File: src/rtl/toy_pe44_ctrl.sv
// ---------------------------------------------------------------------------
// toy_pe44_ctrl
//   Sequencer for a 4x4 skewed processing-element array. A job first streams
//   cfg_k operand beats into the array. It then idles for FLUSH_CYC cycles so
//   the skewed wavefront can drain. Next it strobes the accumulators into the
//   result chain, and finally shifts the four result rows out over a
//   valid/ready stream.
//
// Ports
//   clk, rst_n             clock, synchronous active-low reset
//   start, cfg_k           job request and beat count (latched in IDLE)
//   busy, done             job in progress / one-cycle end-of-job pulse
//   op_valid/op_ready      operand stream handshake
//   op_x, op_y             row / column operand vectors
//   pe_din_en, pe_din,     registered operand drive into the array
//   pe_din_y
//   pe_load_en             accumulator capture strobe
//   pe_shift_en            result chain shift strobe
//   pe_shift_in            result chain fill value (always 0)
//   pe_shift_out           result chain head from the array
//   res_valid/res_ready    result stream handshake
//   res_data, res_last     result row and last-row marker
// ---------------------------------------------------------------------------
module toy_pe44_ctrl #(
  parameter int V_REG_WIDTH = 32,
  parameter int KW          = 8,
  parameter int FLUSH_CYC   = 7
) (
  input  logic                   clk,
  input  logic                   rst_n,
  input  logic                   start,
  input  logic [KW-1:0]          cfg_k,
  output logic                   busy,
  output logic                   done,
  input  logic                   op_valid,
  output logic                   op_ready,
  input  logic [V_REG_WIDTH-1:0] op_x,
  input  logic [V_REG_WIDTH-1:0] op_y,
  output logic                   pe_din_en,
  output logic [V_REG_WIDTH-1:0] pe_din,
  output logic [V_REG_WIDTH-1:0] pe_din_y,
  output logic                   pe_load_en,
  output logic                   pe_shift_en,
  output logic [V_REG_WIDTH-1:0] pe_shift_in,
  input  logic [V_REG_WIDTH-1:0] pe_shift_out,
  output logic                   res_valid,
  input  logic                   res_ready,
  output logic [V_REG_WIDTH-1:0] res_data,
  output logic                   res_last
);

  // Flush counter runs 0..FLUSH_CYC-1; FLUSH_CYC is expected to be >= 1.
  localparam int FW = (FLUSH_CYC > 1) ? $clog2(FLUSH_CYC) : 1;
  localparam logic [FW-1:0] FLUSH_LAST = FW'(FLUSH_CYC - 1);

  typedef enum logic [2:0] {
    S_IDLE,
    S_FEED,
    S_FLUSH,
    S_LOAD,
    S_DRAIN,
    S_DONE
  } state_e;

  state_e                 state_q, state_d;
  logic [KW-1:0]          k_q;
  logic [KW-1:0]          beat_q;
  logic [FW-1:0]          flush_q;
  logic [1:0]             row_q;
  logic                   din_en_q;
  logic [V_REG_WIDTH-1:0] din_x_q;
  logic [V_REG_WIDTH-1:0] din_y_q;
  logic                   accept;

  // State register.
  always_ff @(posedge clk) begin
    if (!rst_n) begin
      state_q <= S_IDLE;
    end else begin
      state_q <= state_d;
    end
  end

  // Next-state logic. The last beat is recognised as beat_q == k_q-1 at
  // acceptance, so k_q = 2^KW-1 never needs a counter wider than KW bits.
  always_comb begin
    state_d = state_q;
    unique case (state_q)
      S_IDLE: begin
        if (start) begin
          state_d = (cfg_k == '0) ? S_DONE : S_FEED;
        end
      end
      S_FEED: begin
        if (accept && (beat_q == (k_q - KW'(1)))) begin
          state_d = S_FLUSH;
        end
      end
      S_FLUSH: begin
        if (flush_q == FLUSH_LAST) begin
          state_d = S_LOAD;
        end
      end
      S_LOAD:  state_d = S_DRAIN;
      S_DRAIN: begin
        if (pe_shift_en && (row_q == 2'd3)) begin
          state_d = S_DONE;
        end
      end
      S_DONE:  state_d = S_IDLE;
      default: state_d = S_IDLE;
    endcase
  end

  // Output decode. Everything here is a function of the current state and
  // the live handshake inputs.
  always_comb begin
    busy        = (state_q != S_IDLE);
    done        = (state_q == S_DONE);
    op_ready    = (state_q == S_FEED);
    pe_load_en  = (state_q == S_LOAD);
    res_valid   = (state_q == S_DRAIN);
    res_last    = (state_q == S_DRAIN) && (row_q == 2'd3);
    pe_shift_en = res_valid & res_ready;
    accept      = op_valid & op_ready;
  end

  // Job bookkeeping: latched beat count, beat/flush/row counters. The row
  // counter wraps 3->0 on the final handshake so it is ready for the next job.
  always_ff @(posedge clk) begin
    if (!rst_n) begin
      k_q     <= '0;
      beat_q  <= '0;
      flush_q <= '0;
      row_q   <= '0;
    end else begin
      if ((state_q == S_IDLE) && start) begin
        k_q    <= cfg_k;
        beat_q <= '0;
      end else if (accept) begin
        beat_q <= beat_q + KW'(1);
      end
      if (state_q == S_FLUSH) begin
        flush_q <= flush_q + FW'(1);
      end else begin
        flush_q <= '0;
      end
      if (pe_shift_en) begin
        row_q <= row_q + 2'd1;
      end
    end
  end

  // Operand pipeline register. Data holds its last value across bubbles so the
  // array only sees fresh operands qualified by pe_din_en.
  always_ff @(posedge clk) begin
    if (!rst_n) begin
      din_en_q <= 1'b0;
      din_x_q  <= '0;
      din_y_q  <= '0;
    end else begin
      din_en_q <= accept;
      if (accept) begin
        din_x_q <= op_x;
        din_y_q <= op_y;
      end
    end
  end

  assign pe_din_en   = din_en_q;
  assign pe_din      = din_x_q;
  assign pe_din_y    = din_y_q;
  assign pe_shift_in = '0;
  assign res_data    = pe_shift_out;

endmodule

File: config.mk
export PLATFORM = sky130hd
export DESIGN_NAME = toy_pe44_ctrl
export DESIGN_NICKNAME = d
export VERILOG_FILES = /design/src/rtl/toy_pe44_ctrl.sv
export SDC_FILE = /design/constraint.sdc
export NUM_CORES = 1
export LEC_CHECK = 0
export CORE_ASPECT_RATIO = 0.7
export CORE_UTILIZATION = 38
export DETAILED_ROUTE_END_ITERATION = 8
export PLACE_DENSITY = 0.83
export REMOVE_ABC_BUFFERS = 1
export SLEW_MARGIN = 20
export SYNTH_ARGS = -nofsm -noshare
export SYNTH_HDL_FRONTEND = slang
export SYNTH_SLANG_ARGS = --single-unit
export TNS_END_PERCENT = 5
File: constraint.sdc
create_clock -name clk -period 2.48 [get_ports clk]
set_input_delay 0.248 -clock clk [delete_from_list [all_inputs] [get_ports clk]]
set_output_delay 0.248 -clock clk [all_outputs]
set_load 0.005 [all_outputs]
* Word level (Yosys, flattened, before mapping)
Cells that the tools add are included.
** Storage, ports and cells
- Logic and storage cells :: 43
- Bits in registers :: 89
- Output and inout bits :: 136
- Input port bits :: 109
** Operators by class
- Eq/ne operators :: 12
- Bitwise logic cells :: 3
- Add/subtract/negate cells :: 4
- Mux-type cells :: 6
- Reduce and logical (&&, ||, !) cells :: 10
** Operators by type and width (count)
- $mux 3 :: 5
- $pmux 3 s5 :: 1
- $eq 3x3->1 const B :: 3
- $add 8x1->8 const B :: 1
- $eq 8x8->1 :: 1
- $logic_not 8->1 :: 1
- $sub 8x1->8 const B :: 1
- $eq 3x2->1 const B :: 2
- $logic_and 1x1->1 :: 4
- $ne 2x1->1 const B :: 2
- $ne 2x2->1 const B :: 2
- $reduce_and 4->1 :: 1
- $add 3x1->3 const B :: 1
- $eq 3x1->1 const B :: 1
- $logic_not 3->1 :: 1
- $reduce_bool 3->1 :: 1
- $add 2x1->2 const B :: 1
- $and 1x1->1 :: 2
- $eq 2x2->1 const B :: 1
- $reduce_and 2->1 :: 1
- $reduce_or 2->1 :: 1
- $not 1->1 :: 1

* Depth between registers and ports, before layout
- Word-level depth :: 5
- Mapped depth :: 8
- Depth with buffers taken out :: 7

* Least setup slack after synthesis
No wires, ideal clock.
- Path type :: register to register
- From :: reg k_q[0]
- To :: reg state_q[0]
- Data required time :: 2.364 ns
- Arrival :: 1.624 ns
- Path buffers :: 1
- Clock period less this slack :: 1.741 ns
- Stages on the path, launching flop included :: 9
- Library setup time :: 0.116 ns
- Setup slack :: 0.739 ns
- Cells stage by stage :: dfxtp_1 > clkbuf_1 > inv_1 > ha_1 > o21bai_1 > a211oi_1 > o21bai_1 > nor2b_1 > o211a_1
** Between the ends
- Longest elaborated chain between the ends :: 5
** RTL lines
- from (decl) :: RTL line 66 : logic [KW-1:0] k_q;
- from (signal assigned) :: RTL line 138 : k_q <= cfg_k;
- $sub 8x1->8 :: RTL line 95 : if (accept && (beat_q == (k_q - KW'(1)))) begin
- $eq 8x8->1 :: RTL line 95
- $logic_and 1x1->1 :: RTL line 95
- $ne 2x1->1 (no source line)
- $reduce_and 4->1 (no source line)
- to (signal assigned) :: RTL line 80 : state_q <= state_d;
- to (decl) :: RTL line 65 : state_e state_q, state_d;
No other way between the ends.
A chain may end at the register's enable or synchronous reset.

* Worst setup path in the final report
- From :: reg state_q[0]
- To :: out pe_shift_en
** Between the ends
- Longest elaborated chain between the ends :: 2
** RTL lines
- $eq 3x3->1 :: RTL line 122 : res_valid = (state_q == S_DRAIN);
- $and 1x1->1 :: RTL line 124 : pe_shift_en = res_valid & res_ready;
- to (decl) :: RTL line 43 : output logic pe_shift_en,
No other way between the ends.

==> flow_metrics.env <==
export IMPL_mostFrequentLayoutCells="153 x nand2_1, 147 x clkdlybuf4s50_1, 89 x dfxtp_1"
export IMPL_slew_violations=0
export IMPL_power_density_nw_per_um2=586
export IMPL_ir_drop_uv=394
export IMPL_root_buffer="clkbuf_16"
export IMPL_clockBufferDepth=2
export IMPL_path_cells="nor2_1 > and3_1 > clkdlybuf4s50_1"
export IMPL_clk_pin_slew_ns=0.06
export IMPL_post_cts_setup_buffers=0
export IMPL_finalWeightedCongestion=0.781
export IMPL_clk_latency_ns=0.33
export IMPL_hp_class="flip-flop to flip-flop"
export IMPL_cp_end_kind="output pin"
export IMPL_hold_buffers=0
export IMPL_crit_family="buffers and inverters"
export IMPL_grt_pass1_wl_mm=17.5
export IMPL_htreeDepth=3
export IMPL_cp_slowest_cell="clkdlybuf4s50_1"
export IMPL_rr_worst_depth=5
export IMPL_start_util=0.396
export IMPL_final_period_utilization=0.807
export IMPL_status="finished clean"
export IMPL_placed_area_um2=5400
export IMPL_final_common_cell="nand2_1"
export IMPL_wl_mm=11.7
export IMPL_cts_inserted_buffers=9
export IMPL_pre_cts_slack_ns=0.443
export IMPL_max_stage_delay_ns=0.55
export IMPL_tns_ns=0
export IMPL_setup_viol=0
export IMPL_relSlewSlack=0.417
export IMPL_cap_violations=0
export IMPL_drcViolationCount=0
export IMPL_worst_r2r_endpoint="pe_din_y[17]"
export IMPL_max_freq_mhz=500
export IMPL_nets=718
export IMPL_yosys_warnings=0
export IMPL_layout_setup_ws_ns=0.480
export IMPL_grt_pass1_vias=3239
export IMPL_rows=31
export IMPL_grt_max_degree=65
export IMPL_drtIter0Drc=163
export IMPL_final_hold_violation_count=0
export IMPL_timing_rr_start="state_q[0]"
export IMPL_synth_area_per_cell_um2=8.26
export IMPL_path_class="flip-flop to output pin"
export IMPL_die_h_um=89.6
export IMPL_drtPass1Iterations=4
export IMPL_final_antenna_net_count=0
export IMPL_tightestPinTransition_ns=0.875
export IMPL_io_pins=245
export IMPL_ctsResizeCount=0
export IMPL_cp_data_arrival_time_ns=1.75
export IMPL_coreArea_um2=10500
export IMPL_num_vias=3545
export IMPL_synth_edf_count=0
export IMPL_hold_path_end="flush_q[0]"
export IMPL_startpoint_type="flip-flop"
export IMPL_synthFlopType="dfxtp_1"
export IMPL_finalCriticalPeriod_ns=2.00
export IMPL_finClkSkew_ns=0.00564
export IMPL_gr_usage_all_layers=0.206
export IMPL_port_buffers=148
export IMPL_fp_dieW_um=127
export IMPL_hold_depth=1
export IMPL_die_area_um2=11400
export IMPL_synth_seq_cells=89
export IMPL_wl_per_cell_um=15.5
export IMPL_final_cell_area_um2=5710
export IMPL_syn_area_um2=4170
export IMPL_ys_types=36
export IMPL_holdCritStartpoint="flush_q[0]"
export IMPL_drive_gt1_frac=0.0427
export IMPL_globalRouteOverflowTotal=0
export IMPL_reg2reg_slack_ns=0.58
export IMPL_via_per_inst=4.68
export IMPL_clkSinkCount=89
export IMPL_n_antenna_cell=0
export IMPL_post_route_util=0.543
export IMPL_power_leakage_nw=2.12
export IMPL_rsz0062_at_grt="false"
export IMPL_seq_area_frac_synth=0.428
export IMPL_cts_tree="built"
export IMPL_required_ns=2.23
export IMPL_timing_critical_path_buf_inv=1
export IMPL_synth_async_reset_ratio=0
export IMPL_syn_to_final_growth_pct=37.1
export IMPL_synth_cells=504
export IMPL_antenna_found_initial=0
export IMPL_cp_max_fo=9
export IMPL_hpwl_mm=8.92
-- flip-flops by register name, indices dropped and copies added (netlist names) --
| register | count |
|---|---|
| state_q | 3 |
| k_q | 8 |
| beat_q | 8 |
| flush_q | 3 |
| pe_din | 32 |
| pe_din_y | 32 |
| row_q | 2 |
| pe_din_en | 1 |
-- per-layer routing --
| metal | track usage | up-vias | part of all wire |
|---|---|---|---|
| met5 | 0.0840 | - | 0.012 |
| met4 | 0.0455 | 4 | 0.0087 |
| met3 | 0.144 | 16 | 0.16 |
| met2 | 0.286 | 185 | 0.39 |
| met1 | 0.251 | 1615 | 0.42 |
| li1 | - | 1725 | - |
-- per-stage QoR --
stage               total power, W  instances  hold WS [ns]
floorplan                  0.00171        441         0.365
global placement           0.00197        741         0.426
detailed placement         0.00199        741         0.438
CTS                        0.00339        757         0.453
global route               0.00351        757         0.472
finish                     0.00335        757         0.450
-- cell type report --
| class | count | area [um^2] |
|---|---|---|
| Sequential cell | 89 | 1780 |
| Clock inverter | 5 | 62.6 |
| Fill cell | 963 | 4800 |
| Inverter | 4 | 15.0 |
| Multi-Input combinational cell | 348 | 1880 |
| Tap cell | 148 | 185 |
| Clock buffer | 11 | 253 |
| Timing Repair Buffer | 152 | 1530 |
-- where the power goes --
group / internal (W) / switching (W) / total (W) / leakage [nW]
sequential: 0.00148 / 0.0000363 / 0.00152 / 0.724
combinational: 0.000260 / 0.000179 / 0.000439 / 1.24
clock: 0.000841 / 0.000549 / 0.00139 / 0.148
total: 0.00258 / 0.000764 / 0.00335 / 2.12
-- worst max-delay path by stage --
stage                           from  cells after the start  slack, ns           to
after floorplan           state_q[2]                      5      -0.20   state_q[0]
after global placement      op_valid                      6       0.51   state_q[0]
after detailed placement    op_valid                      6       0.44   state_q[0]
after CTS                 state_q[0]                      2       0.48     op_ready
after global routing      state_q[0]                      3       0.39  pe_shift_en
final                     state_q[0]                      3       0.48  pe_shift_en
-- cells by family (layout without fill, tap and decap cells) --
family	Yosys count	after routing	share of synthesized area
buffers and inverters	98	172	0.149
other	1	32	0.000900
xor gates and xnor gates	21	21	0.0442
AOI/OAI and AO/OA	85	85	0.151
DFF	89	89	0.428
muxes	1	1	0.00240
and+or+nand+nor	204	204	0.210
adders and majority gates	5	5	0.0150
-- Yosys cell counts (all sizes together) (5+ instances only) --
cell	instances	area, um^2
nand3	5	25.0
nand2	154	578
a21boi	72	541
nor4	5	43.8
ha	5	62.6
xor2	10	87.6
buf	76	538
dfxtp	89	1780
nor2	15	56.3
clkbuf	18	67.6
xnor2	11	96.3
Power figures use the tool's default switching activity.
